## src/rtl/vga_timing_pkg.sv

```systemverilog
// Shared 640x480@60 raster timing constants and a sync-level helper for the
// VGA sync generator and its counters.
package vga_timing_pkg;

    localparam int VGA_H_ACTIVE = 640;
    localparam int VGA_H_FP     = 16;
    localparam int VGA_H_SYNC   = 96;
    localparam int VGA_H_BP     = 48;
    localparam int VGA_V_ACTIVE = 480;
    localparam int VGA_V_FP     = 10;
    localparam int VGA_V_SYNC   = 2;
    localparam int VGA_V_BP     = 33;

    localparam int VGA_H_TOTAL = VGA_H_ACTIVE + VGA_H_FP + VGA_H_SYNC + VGA_H_BP;
    localparam int VGA_V_TOTAL = VGA_V_ACTIVE + VGA_V_FP + VGA_V_SYNC + VGA_V_BP;

    // 0 = active-low sync pulses (standard for 640x480@60)
    localparam bit VGA_SYNC_ACT = 1'b0;
    localparam int VGA_CNT_W    = 10;

    function automatic logic sync_level(input logic in_pulse, input bit act);
        return in_pulse ? act : ~act;
    endfunction

endpackage

```

## src/rtl/vga_axis_counter.sv

```systemverilog
// Enable-gated raster axis counter that wraps MAX -> 0; resets to MAX so the
// first enabled cycle lands on 0.
module vga_axis_counter #(
    parameter int MAX = 799,
    parameter int W   = 10
) (
    input  logic         clk,
    input  logic         rst_n,
    input  logic         en,
    output logic [W-1:0] count,
    output logic [W-1:0] count_nxt,
    output logic         terminal
);

    localparam logic [W-1:0] LAST = W'(MAX);

    logic [W-1:0] count_q;
    logic [W-1:0] count_d;

    always_comb begin
        count_d = count_q;
        if (en) begin
            count_d = (count_q == LAST) ? '0 : count_q + W'(1);
        end
    end

    always_ff @(posedge clk) begin
        if (!rst_n) begin
            count_q <= LAST;
        end else begin
            count_q <= count_d;
        end
    end

    assign count     = count_q;
    assign count_nxt = count_d;
    assign terminal  = (count_q == LAST);

endmodule

```

## src/rtl/vga_sync_gen.sv

```systemverilog
// VGA raster generator: h/v counters advanced by the pixel tick, with sync,
// video-on and line/frame strobes registered from the next-count values.
module vga_sync_gen
    import vga_timing_pkg::*;
#(
    parameter int H_ACTIVE = VGA_H_ACTIVE,
    parameter int H_FP     = VGA_H_FP,
    parameter int H_SYNC   = VGA_H_SYNC,
    parameter int H_BP     = VGA_H_BP,
    parameter int V_ACTIVE = VGA_V_ACTIVE,
    parameter int V_FP     = VGA_V_FP,
    parameter int V_SYNC   = VGA_V_SYNC,
    parameter int V_BP     = VGA_V_BP,
    parameter bit SYNC_ACT = VGA_SYNC_ACT,
    parameter int CNT_W    = VGA_CNT_W
) (
    input  logic             i_clk,
    input  logic             i_rst_n,
    input  logic             i_pix_tick,
    output logic             o_hsync,
    output logic             o_vsync,
    output logic             o_video_on,
    output logic [CNT_W-1:0] o_x,
    output logic [CNT_W-1:0] o_y,
    output logic             o_line_start,
    output logic             o_frame_start
);

    localparam int H_TOTAL  = H_ACTIVE + H_FP + H_SYNC + H_BP;
    localparam int V_TOTAL  = V_ACTIVE + V_FP + V_SYNC + V_BP;
    localparam int HS_START = H_ACTIVE + H_FP;
    localparam int HS_END   = H_ACTIVE + H_FP + H_SYNC;
    localparam int VS_START = V_ACTIVE + V_FP;
    localparam int VS_END   = V_ACTIVE + V_FP + V_SYNC;

    if (H_TOTAL > (1 << CNT_W)) begin : g_h_width_chk
        $error("vga_sync_gen: H_TOTAL does not fit in CNT_W bits");
    end
    if (V_TOTAL > (1 << CNT_W)) begin : g_v_width_chk
        $error("vga_sync_gen: V_TOTAL does not fit in CNT_W bits");
    end

    logic [CNT_W-1:0] h_cnt, h_nxt;
    logic [CNT_W-1:0] v_cnt, v_nxt;
    logic             h_terminal;
    logic             v_terminal;

    vga_axis_counter #(.MAX(H_TOTAL - 1), .W(CNT_W)) u_h_cnt (
        .clk       (i_clk),
        .rst_n     (i_rst_n),
        .en        (i_pix_tick),
        .count     (h_cnt),
        .count_nxt (h_nxt),
        .terminal  (h_terminal)
    );

    vga_axis_counter #(.MAX(V_TOTAL - 1), .W(CNT_W)) u_v_cnt (
        .clk       (i_clk),
        .rst_n     (i_rst_n),
        .en        (i_pix_tick && h_terminal),
        .count     (v_cnt),
        .count_nxt (v_nxt),
        .terminal  (v_terminal)
    );

    logic hsync_d, hsync_q;
    logic vsync_d, vsync_q;
    logic video_on_d, video_on_q;
    logic line_start_d, line_start_q;
    logic frame_start_d, frame_start_q;

    // Decoding from the next-count values keeps every output aligned with o_x/o_y.
    always_comb begin
        hsync_d       = sync_level((32'(h_nxt) >= HS_START) && (32'(h_nxt) < HS_END), SYNC_ACT);
        vsync_d       = sync_level((32'(v_nxt) >= VS_START) && (32'(v_nxt) < VS_END), SYNC_ACT);
        video_on_d    = (32'(h_nxt) < H_ACTIVE) && (32'(v_nxt) < V_ACTIVE);
        line_start_d  = i_pix_tick && (h_nxt == '0);
        frame_start_d = i_pix_tick && (h_nxt == '0) && (v_nxt == '0);
    end

    always_ff @(posedge i_clk) begin
        if (!i_rst_n) begin
            hsync_q       <= ~SYNC_ACT;
            vsync_q       <= ~SYNC_ACT;
            video_on_q    <= 1'b0;
            line_start_q  <= 1'b0;
            frame_start_q <= 1'b0;
        end else begin
            hsync_q       <= hsync_d;
            vsync_q       <= vsync_d;
            video_on_q    <= video_on_d;
            line_start_q  <= line_start_d;
            frame_start_q <= frame_start_d;
        end
    end

    assign o_hsync       = hsync_q;
    assign o_vsync       = vsync_q;
    assign o_video_on    = video_on_q;
    assign o_x           = h_cnt;
    assign o_y           = v_cnt;
    assign o_line_start  = line_start_q;
    assign o_frame_start = frame_start_q;

endmodule

```

## config.mk

```make
export PLATFORM = sky130hd
export DESIGN_NAME = vga_sync_gen
export DESIGN_NICKNAME = d
export VERILOG_FILES = /design/src/rtl/vga_timing_pkg.sv /design/src/rtl/vga_axis_counter.sv /design/src/rtl/vga_sync_gen.sv
export SDC_FILE = /design/constraint.sdc
export NUM_CORES = 1
export LEC_CHECK = 0
export ABC_AREA = 1
export CAP_MARGIN = 10
export CORE_ASPECT_RATIO = 0.8
export CORE_MARGIN = 2
export CORE_UTILIZATION = 33
export CTS_BUF_LIST = sky130_fd_sc_hd__clkbuf_2 sky130_fd_sc_hd__clkbuf_4 sky130_fd_sc_hd__clkbuf_8
export DETAILED_ROUTE_END_ITERATION = 6
export DONT_BUFFER_PORTS = 1
export GPL_ROUTABILITY_DRIVEN = 0
export SLEW_MARGIN = 0
export SYNTH_ARGS = -nofsm -noshare
export SYNTH_HDL_FRONTEND = slang
export SYNTH_SLANG_ARGS = --single-unit
export TNS_END_PERCENT = 50
```

## constraint.sdc

```tcl
create_clock -name i_clk -period 4.4 [get_ports i_clk]
set_input_delay 0.44 -clock i_clk [delete_from_list [all_inputs] [get_ports i_clk]]
set_output_delay 0.44 -clock i_clk [all_outputs]
set_load 0.005 [all_outputs]
```

Word level (Yosys, flattened, before mapping)
Index checks and enable logic that the tools add are counted.

cells by class
  add/subtract/negate cells = 2
  magnitude comparators = 6
  eq/ne operators = 2
  muxes and demuxes = 6
  reduce and logical (&&, ||, !) cells = 8

operators with widths
  operator                 count
  $mux W10                 4
  $add A10 B1 Y10 const B  2
  $eq A10 B10 Y1 const B   2
  $logic_not A10 Y1        2
  $lt A10 B10 Y1 const B   2
  $lt A10 B9 Y1 const B    2
  $ge A10 B10 Y1 const B   1
  $ge A10 B9 Y1 const B    1
  $logic_and A1 B1 Y1      6
  $mux W1                  2

word-level totals
  bits in registers = 25
  output and inout port bits = 25
  logic and storage cells = 31

Logic depth before layout (Yosys ltp)
Gate-level depths: netlist of run 1.

  word-level depth = 6
  mapped depth = 13

Modules after synthesis
A second synthesis of run 1 with hierarchy kept.

unflattened totals
  cells, all modules = 234
  area total of the unflattened synthesis = 1,476.4 sq um

modules (own cells, without submodules)
  module                      instances  cells an instance  area an instance (sq um)  sequential area each (sq um)
  vga_axis_counter (u_v_cnt)  1          94                 594.3                     200.2
  vga_axis_counter (u_h_cnt)  1          88                 588.1                     200.2
  vga_sync_gen                1          52                 294.0                     100.1

Worst setup path before layout of run 1
Ideal clock, no wire load.

  path type = register -> register
  start point = reg u_h_cnt.count_q[0] (netlist: u_h_cnt.count[0])
  end point = reg video_on_q (netlist: o_video_on)
  setup time = 0.117 ns
  arrival time = 1.541 ns
  setup slack = 2.742 ns
  cell stages (with the launch flop) = 10
  path buffers = 1
  cells stage by stage = dfxtp_1 > ha_1 > nand2_1 > nor2_4 > nand4_4 > buf_6 > o21ai_2 > nand3_1 > nor3_1 > nor2_1

on the way
  cells in the longest elaborated chain, start to end = 5
  elaborated cells between the ends (all ways) = 9
  those cells by class = 1 x add/sub; 2 x order compare; 1 x eq/ne; 3 x mux; 2 x reduce/logical

ends and longest elaborated chain
  what                                               RTL line                                        RTL
  start, declared                                    vga_axis_counter.sv:17                          logic [W-1:0] count_q;
  start signal, assigned                             vga_axis_counter.sv:31                          count_q <= count_d;
  $add A10 B1 Y10 or $eq A10 B10 Y1 (tied branches)  vga_axis_counter.sv:23, vga_axis_counter.sv:37
  $mux W10 or $logic_and A1 B1 Y1 (tied branches)    vga_axis_counter.sv:23, vga_sync_gen.sv:60
  $mux W10                                           vga_axis_counter.sv:22                          if (en) begin
  $lt A10 B10 Y1 or $lt A10 B9 Y1 (tied branches)    vga_sync_gen.sv:76                              video_on_d = (32'(h_nxt) < H_ACTIVE) && (32'(v_nxt) < V_ACTIVE);
  $logic_and A1 B1 Y1 *                              vga_sync_gen.sv:76
  end signal, assigned                               vga_sync_gen.sv:91                              video_on_q <= video_on_d;
  end, declared                                      vga_sync_gen.sv:68                              logic video_on_d, video_on_q;

Every way passes the cells marked *; elsewhere a longest branch is shown, timed or not.
A chain may end at the register's enable or synchronous reset.

Final worst setup path of run 1
Ends and elaborated chain as after synthesis.

==> impl_metrics.json, run 1 <==
{
  "outcome": "finished, final reports clean",
  "fmax_mhz": 506.7,
  "grt_pass1_wl_mm": 5.865,
  "cp.required_ns": 4.57,
  "cp_max_fo": 14,
  "post_cts_buffers": 0,
  "post-route-period-util_pct": 44.85,
  "worstPathArrival_ns": 2.14,
  "max_slew_margin_pct": 75.97,
  "wire_per_inst_um": 11.89,
  "holdCritPathClass": "input pin to flop",
  "synth.area.top_cells": "dfxtp_1 (34%), nand2_1 (20%), nor2_1 (9.7%)",
  "row_count": 21,
  "synthCells": 235,
  "reg2reg_depth": 8,
  "yosys.area_share.simple_pct": 46.81,
  "firstDrtPassIters": 4,
  "rsz0062_at_grt": "false",
  "yosysTopAreaCell": "dfxtp_1",
  "cts_max_path_buffers": 2,
  "area_delta_synth_final_pct": 6.213,
  "max_cap_violations": 0,
  "cts_root_buf": "clkbuf_8",
  "startpoint_type": "flop",
  "dieArea_um2": 5008,
  "initial_utilization_pct": 34.75,
  "ys.warnings.count": 0,
  "synth_area_um2": 1470,
  "ys_ff_latch": 25,
  "yosysMostFrequentCell": "nand2_1",
  "grt_use_total_pct": 14.68,
  "syn-num-nets": 241,
  "ys_async_sr_fraction_pct": 0,
  "synth_fa_ha_area_share_pct": 2.553,
  "chipHeight_um": 63.70,
  "synthMuxAreaShare_pct": 0,
  "die_w_um": 78.63,
  "routed_via_density": 4.682,
  "cts.hold.buffers_added": 0,
  "htreeDepth": 1,
  "synth_cell_types": 25,
  "drive_above_1_share_pct": 6.383,
  "synth_top_family_by_area": "simple AND/OR/NAND/NOR gates",
  "synth-compound-area-share_pct": 5.447,
  "core_um2": 4230,
  "synth-seq-area-share_pct": 34.04,
  "setup_viol": 0,
  "clk_pin_slew_ns": 0.09,
  "numCtsBuffers": 3,
  "io_buffers": 0,
  "drt_iter0_drc": 73,
  "layout_setup_ws_ns": 2.427,
  "avgSynthCellArea_um2": 6.256,
  "place_ws_ns": 2.450,
  "worstSetupPathType": "flop to flop",
  "grt_pass1_vias": 1255,
  "irDropWorstVdd_mv": 0.2138,
  "dp_hpwl_mm": 2.709,
  "drtAntennaViolNets": 0,
  "antenna_found_initial": 0,
  "grt_max_degree": 15,
  "synth.top_cell.area_share_pct": 34.04,
  "finalSetupTns_ns": 0,
  "tightest_slew_ns": 0.3601,
  "vias": 1367,
  "utilization_pct": 36.91,
  "cts_resized": 0,
  "drc": 0,
  "p_leak_nw": 0.7666,
  "slew_violations": 0,
  "ys.flop_type": "dfxtp_1",
  "synth-edff-count": 0,
  "worstHoldPathCells": 1,
  "min_period_ns": 1.973,
  "synth_xor_area_share_pct": 1.191,
  "p_per_area_nw_per_um2": 475.2,
  "nNetsFinal": 242,
  "numClockSinks": 25,
  "ioPinCount": 28,
  "cts_tree": "done",
  "gr-total-overflow": 0,
  "wirelength_mm": 3.471,
  "skew_ns": 0.009022,
  "antennaDiodeCount": 0,
  "final-hold-violation-count": 0,
  "clk_latency_ns": 0.27,
  "synth_common_cells": "nand2_1 (79), nor2_1 (38), inv_1 (30), dfxtp_1 (25), nand3_1 (16)",
  "cp-end-kind": "flop"
}
[power breakdown]
part	switching [mW]	leakage (nW)	internal [mW]	total (mW)
Combinational	0.203	0.537	0.0933	0.296
Sequential	0.0474	0.204	0.261	0.308
Clock	0.0746	0.0255	0.0633	0.138
Total	0.325	0.767	0.417	0.742
[cell type report]
type	count	area, µm²
Clock buffer	3	41.29
Inverter	32	120.1
Tap cell	57	71.32
Multi-Input combinational cell	174	823.3
Fill cell	477	2669
Clock inverter	1	5.005
Sequential cell	25	500.5
[per-layer routing]
layer	track usage [%]	vias to the layer above	part of all wire (%)
met1	21.27	584	50
li1	-	740	-
met3	4.155	2	7.3
met4	3.289	0	0.63
met5	0	-	0
met2	21.47	41	42
[placed cells by master (no fill, tap or decap)]
cell and count:
inv_1 30, o21bai_1 3, a21oi_1 3, o21ai_2 2, xor2_1 2, ha_1 3
nand2_2 2, nor2_4 1, dfxtp_1 25, inv_2 2, nor2_1 38, nand3_1 16
nand4_1 9, clkinv_2 1, nand4_4 1, nor2_2 1, o21ai_0 4, nand3_2 2
o21ai_1 1, nand3b_1 2, nand2_1 79, nor2b_1 1, nor3_1 4, clkbuf_8 3
[metrics by stage]
step | cell area (µm²) | hold WS (ns) | cells | power [mW]
global route | 1562 | 0.2239 | 292 | 0.8082
floorplan | 1470 | 0.5405 | 235 | 0.5527
finish | 1562 | 0.2308 | 292 | 0.7421
CTS | 1562 | 0.2293 | 292 | 0.7473
detailed placement | 1515 | 0.5131 | 288 | 0.6098
global placement | 1515 | 0.5127 | 288 | 0.6117
[path summary, 6_finish.rpt]
| path | start | end | slack, ns |
|---|---|---|---|
| hold / removal | i_rst_n | u_h_cnt.count[0]$_SDFF_PN1_ | 0.23 |
| setup / recovery | u_h_cnt.count[0]$_SDFF_PN1_ | o_video_on$_SDFF_PN0_ | 2.43 |
| setup reg to reg | u_h_cnt.count[0]$_SDFF_PN1_ | o_video_on$_SDFF_PN0_ | 2.43 |
| hold reg to reg | u_h_cnt.count[4]$_SDFF_PN1_ | u_h_cnt.count[4]$_SDFF_PN1_ | 0.63 |
[registers in the layout (all words and copies together) (netlist names)]
register / cells
o_line_start: 1
u_h_cnt.count: 10
o_frame_start: 1
o_video_on: 1
o_hsync: 1
o_vsync: 1
u_v_cnt.count: 10
[critical path, stage by stage, from the launching register on]
cell and delay, ns:
dfxtp_1 0.42, ha_1 0.22, nand2_1 0.12, nor2_4 0.19, nand4_4 0.25, o21ai_2 0.26, nand3_1 0.13, nor3_1 0.20
nor2_1 0.06
[kinds of logic (layout without fill, tap and decap cells)]
group                    count (synthesis)  count (layout)
adder cells (fa/ha/maj)                  3               3
AND/OR/NAND/NOR                        156             156
AO/OA/AOI/OAI                           13              13
buffers and inverters                   36              36
flip-flops                              25              25
XOR/XNOR                                 2               2
No activity file was read; power rests on OpenSTA's default activity.
==> run 2: changes to the inputs <==
==> constraint.sdc (replaced) <==
create_clock -name i_clk -period 1.9 [get_ports i_clk]
set_input_delay 0.19 -clock i_clk [delete_from_list [all_inputs] [get_ports i_clk]]
set_output_delay 0.19 -clock i_clk [all_outputs]
set_load 0.005 [all_outputs]
==> impl_metrics.json, run 2 (synthesis results as in run 1) <==
{
  "tightest_slew_ns": 0.3839,
  "dieArea_um2": 5008,
  "reg2reg_from": "u_h_cnt.count[1]$_SDFF_PN1_",
  "final_cell_area_um2": 1775,
  "startpoint_type": "flop",
  "cts_tree": "done",
  "irDropWorstVdd_mv": 0.4741,
  "cts_root_buf": "clkbuf_8",
  "whs_ns": 0.02506,
  "wire_per_inst_um": 12.81,
  "area_delta_synth_final_pct": 20.77,
  "crit_chain": "ha_4 -> nand2_4 -> nor2_4 -> nand4_4 -> buf_12 -> o21ai_4 -> nand3_1 -> nor3_1 -> nor2_1",
  "grt_pass1_vias": 1342,
  "cts_max_path_buffers": 2,
  "grt_pass1_wl_mm": 6.465,
  "max_slew_margin_pct": 74.32,
  "layout_common_cells": "nand2_1 (76), nor2_1 (36), inv_1 (30)",
  "setup_viol": 0,
  "core_um2": 4230,
  "holdCritPathClass": "input pin to flop",
  "slowest_stage": "dfxtp_2",
  "min_period_ns": 1.815,
  "drtAntennaViolNets": 0,
  "postPlaceCellArea_um2": 1560,
  "firstDrtPassIters": 4,
  "numClockSinks": 25,
  "post-route-period-util_pct": 95.53,
  "cp_max_fo": 7,
  "routed_via_density": 4.777,
  "top_usage_layer": "met1",
  "p_leak_nw": 0.8576,
  "cp.required_ns": 2.07,
  "antenna_found_initial": 0,
  "drc": 0,
  "dp_hpwl_mm": 2.779,
  "fmax_mhz": 550.9,
  "startpoint": "u_h_cnt.count[1]$_SDFF_PN1_",
  "drt_iter0_drc": 109,
  "p_per_area_nw_per_um2": 1120,
  "clk_latency_ns": 0.27,
  "antennaDiodeCount": 0,
  "nNetsFinal": 255,
  "use_met3_pct": 4.871,
  "cpPeakStageDelay_ns": 0.37,
  "chipHeight_um": 63.70,
  "htreeDepth": 1,
  "grt_use_total_pct": 16.17,
  "final-hold-violation-count": 0,
  "ioPinCount": 28,
  "cp-end-kind": "flop",
  "slew_violations": 0,
  "initial_utilization_pct": 34.75,
  "rsz0062_at_grt": "true",
  "max_cap_violations": 0,
  "timing.critical_path.buf_inv": 1,
  "grt_max_degree": 16,
  "worstPathArrival_ns": 1.99,
  "wirelength_mm": 3.907,
  "die_w_um": 78.63,
  "drive_above_1_share_pct": 15.73,
  "final_common_cell": "nand2_1",
  "io_buffers": 0,
  "fillerInstances": 458,
  "row_count": 21,
  "use_met1_pct": 23.66,
  "numCtsBuffers": 3,
  "skew_ns": 0.002508,
  "gr-total-overflow": 0,
  "outcome": "finished, final reports clean",
  "worstSetupPathType": "flop to flop",
  "hp-start": "i_rst_n",
  "grt_use_met2_pct": 22.97,
  "critPathTopFamily": "simple AND/OR/NAND/NOR gates",
  "vias": 1457,
  "clk_pin_slew_ns": 0.09
}
[run 2: cell types whose count changed in the layout (fill, tap and decap cells not counted), sizes merged]
cell | previous run | this run
clkinv | 1 | 0
buf | 0 | 11
clkinvlp | 0 | 1
clkbuf | 3 | 4
dlygate4sd3 | 0 | 1
[run 2: where the power goes]
group | switching, mW | internal (mW)
clock | 0.179 | 0.149
combinational | 0.566 | 0.382
sequential | 0.102 | 0.609
total | 0.848 | 1.14
[run 2: layer usage]
layer | vias up | part of all wire, %
li1 | 763 | -
met1 | 644 | 46
met2 | 46 | 46
met3 | 4 | 7.6
met4 | 0 | 0.82
met5 | - | 0
[run 2: path summary, 6_finish.rpt]
path,end,slack [ns],depth (start not counted)
setup / recovery,o_video_on$_SDFF_PN0_,0.08,9
hold / removal,u_h_cnt.count[8]$_SDFF_PN1_,0.03,1
hold reg to reg,u_h_cnt.count[4]$_SDFF_PN1_,0.61,2
setup reg to reg,o_video_on$_SDFF_PN0_,0.08,9
[run 2: area by class of cell]
class / count / area, µm² / share of cell area (%)
multi-input combinational: 174 / 887.1 / 49.96
clock buffer: 3 / 41.29 / 2.326
inverter: 32 / 120.1 / 6.765
clock inverter: 1 / 7.507 / 0.4228
tap: 57 / 71.32 / 4.017
sequential: 25 / 505.5 / 28.47
timing repair buffer: 13 / 142.6 / 8.034
[run 2: through the flow]
| step | cells | worst slack, ns | util, % | total power [mW] | setup TNS (ns) |
|---|---|---|---|---|---|
| 2_1_floorplan | 235 | 0.2424 | - | 1.280 | 0 |
| 3_3_place_gp | 294 | 0.03002 | 36.88 | 1.451 | 0 |
| 3_5_place_dp | 294 | 0.04314 | 36.88 | 1.447 | 0 |
| 4_1_cts | 299 | 0.01131 | 38.27 | 1.791 | 0 |
| 5_1_grt | 305 | -0.03784 | 41.97 | 2.171 | -0.1019 |
| 6_report | 305 | 0.08494 | 41.97 | 1.988 | 0 |
[run 2: what timing repair did]
| item | 4_1_cts | 5_1_grt |
|---|---|---|
| hold buffers | 1 | 0 |
| gates resized for setup | 0 | 18 |
| endpoints found under the setup margin | 0 | 6 |
| buffers inserted | 0 | 5 |
| hold endpoints to repair | 9 | 0 |
==> run 3: changes to the inputs <==
--- a/config.mk
+++ b/config.mk
@@ -14,6 +14,7 @@
 export DETAILED_ROUTE_END_ITERATION = 6
 export DONT_BUFFER_PORTS = 1
 export GPL_ROUTABILITY_DRIVEN = 0
+export REMOVE_ABC_BUFFERS = 1
 export SLEW_MARGIN = 0
 export SYNTH_ARGS = -nofsm -noshare
 export SYNTH_HDL_FRONTEND = slang
==> impl_metrics.json, run 3 (synthesis results as in run 1) <==
{
  "grt_pass1_wl_mm": 6.044,
  "startpoint_type": "flop",
  "setup_viol": 0,
  "p_per_area_nw_per_um2": 1118,
  "ioPinCount": 28,
  "hp-start": "i_rst_n",
  "area_delta_synth_final_pct": 18.72,
  "startpoint": "u_h_cnt.count[0]$_SDFF_PN1_",
  "swShare_pct": 43.63,
  "initial_utilization_pct": 34.75,
  "chipHeight_um": 63.70,
  "cts_max_path_buffers": 2,
  "skew_ns": 0.001870,
  "layout_common_cells": "nand2_1 (77), nor2_1 (36), inv_1 (28)",
  "grt_use_total_pct": 15.32,
  "holdCritPathClass": "input pin to flop",
  "gr-total-overflow": 0,
  "worstSetupPathType": "flop to flop",
  "final_common_cell": "nand2_1",
  "numClockSinks": 25,
  "outcome": "finished, final reports clean",
  "cp-end-kind": "flop",
  "drc": 0,
  "seq_power_share_pct": 35.6,
  "max_cap_violations": 0,
  "wirelength_mm": 3.911,
  "grt_max_degree": 16,
  "utilization_pct": 41.26,
  "fmax_mhz": 553.7,
  "core_um2": 4230,
  "fillerInstances": 438,
  "wire_per_inst_um": 12.87,
  "power_mw": 1.951,
  "antenna_found_initial": 0,
  "dieArea_um2": 5008,
  "nNetsFinal": 254,
  "worstHoldPathCells": 1,
  "dp_hpwl_mm": 2.846,
  "cts_tree": "done",
  "die_w_um": 78.63,
  "p_comb_share_pct": 47.6,
  "clk_pin_slew_ns": 0.09,
  "drt_iter0_drc": 119,
  "p_int_mw": 1.100,
  "worstPathArrival_ns": 1.96,
  "slowest_stage": "dfxtp_2",
  "drive_above_1_share_pct": 15.79,
  "final-hold-violation-count": 0,
  "io_buffers": 0,
  "drtAntennaViolNets": 0,
  "min_to": "u_h_cnt.count[8]$_SDFF_PN1_",
  "antennaDiodeCount": 0,
  "p_leak_nw": 0.8404,
  "p_sw_uw": 851.3,
  "row_count": 21,
  "tightest_slew_ns": 0.4107,
  "vias": 1492,
  "htreeDepth": 1,
  "min_period_ns": 1.806,
  "reg2reg_from": "u_h_cnt.count[0]$_SDFF_PN1_",
  "cp.required_ns": 2.06,
  "post-route-period-util_pct": 95.06,
  "cp_max_fo": 7,
  "whs_ns": 0.03078,
  "slew_violations": 0,
  "rsz0062_at_grt": "true",
  "cpPeakStageDelay_ns": 0.37,
  "clk_latency_ns": 0.27,
  "routed_via_density": 4.908,
  "grt_pass1_vias": 1278,
  "cts_root_buf": "clkbuf_8",
  "r2r_end": "o_vsync$_SDFF_PN1_",
  "firstDrtPassIters": 4,
  "numCtsBuffers": 3,
  "irDropWorstVdd_mv": 0.5000,
  "regToRegSetupSlack_ns": 0.09,
  "max_slew_margin_pct": 72.53,
  "power.share.clock_pct": 16.8,
  "crit_chain": "ha_4 -> nand2_2 -> nor2_4 -> nand4_4 -> buf_12 -> o21ai_2 -> nand3_2 -> nor2_1 -> nand4_1",
  "reg2reg_depth": 9
}
==> run 3: metal layers <==
| layer | share of wire (%) | vias to the layer above | track usage [%] |
|---|---|---|---|
| li1 | - | 760 | - |
| met1 | 49 | 674 | 22.68 |
| met2 | 42 | 49 | 21.47 |
| met3 | 7.7 | 9 | 3.725 |
| met4 | 1.8 | 0 | 5.044 |
| met5 | 0 | - | 0 |
==> run 3: layout make-up <==
cell class	count	area, µm²	share of cell area (%)
Tap cell	57	71.32	4.086
Timing Repair Buffer	12	122.6	7.025
Inverter	32	120.1	6.882
Clock buffer	3	41.29	2.366
Multi-Input combinational cell	174	879.6	50.39
Clock inverter	1	7.507	0.4301
Sequential cell	25	503.0	28.82
==> run 3: worst max-delay path: cells and delay by family, from the launching register on <==
| kind | cells | cell delay [ns] |
|---|---|---|
| and+or+nand+nor | 6 | 0.81 |
| DFF | 1 | 0.37 |
| adders and majority gates | 1 | 0.15 |
| AOI/OAI and AO/OA | 1 | 0.17 |
| buffers and inverters | 1 | 0.20 |
==> run 3: worst max path at each step <==
| stage | endpoint | slack [ns] | cells after the start |
|---|---|---|---|
| 3_5_place_dp | o_frame_start$_SDFF_PN0_ | 0.05 | 10 |
| 4_1_cts | o_frame_start$_SDFF_PN0_ | 0.03 | 10 |
| 6_report | o_vsync$_SDFF_PN1_ | 0.09 | 9 |
| 3_3_place_gp | o_frame_start$_SDFF_PN0_ | 0.02 | 10 |
| 2_1_floorplan | o_frame_start$_SDFF_PN0_ | 0.26 | 11 |
| 5_1_grt | o_frame_start$_SDFF_PN0_ | -0.03 | 12 |
==> run 3: repair_timing <==
| item | in CTS | in global routing |
|---|---|---|
| buffers inserted | 0 | 2 |
| hold buffers | 1 | 0 |
| setup endpoints to repair | 0 | 6 |
| endpoints found under the hold margin | 9 | 0 |
| resized for setup | 0 | 18 |
==> run 3: power groups by stage <==
stage | Sequential [mW] | Clock (mW) | Combinational, mW
6_report | 0.695 | 0.328 | 0.928
5_1_grt | 0.706 | 0.358 | 1.04
4_1_cts | 0.686 | 0.336 | 0.787
3_5_place_dp | 0.698 | 0 | 0.777
3_3_place_gp | 0.697 | 0 | 0.784
2_1_floorplan | 0.697 | 0 | 0.562
==> run 3: metrics by stage <==
stage | std cells | setup TNS, ns | instance area [µm²] | setup WS, ns
final | 304 | 0 | 1745 | 0.09391
after global routing | 304 | -0.07320 | 1745 | -0.02696
after CTS | 301 | 0 | 1634 | 0.03037
after detailed placement | 296 | 0 | 1575 | 0.05460
after global placement | 296 | 0 | 1575 | 0.02010
after floorplan | 231 | 0 | 1444 | 0.2607
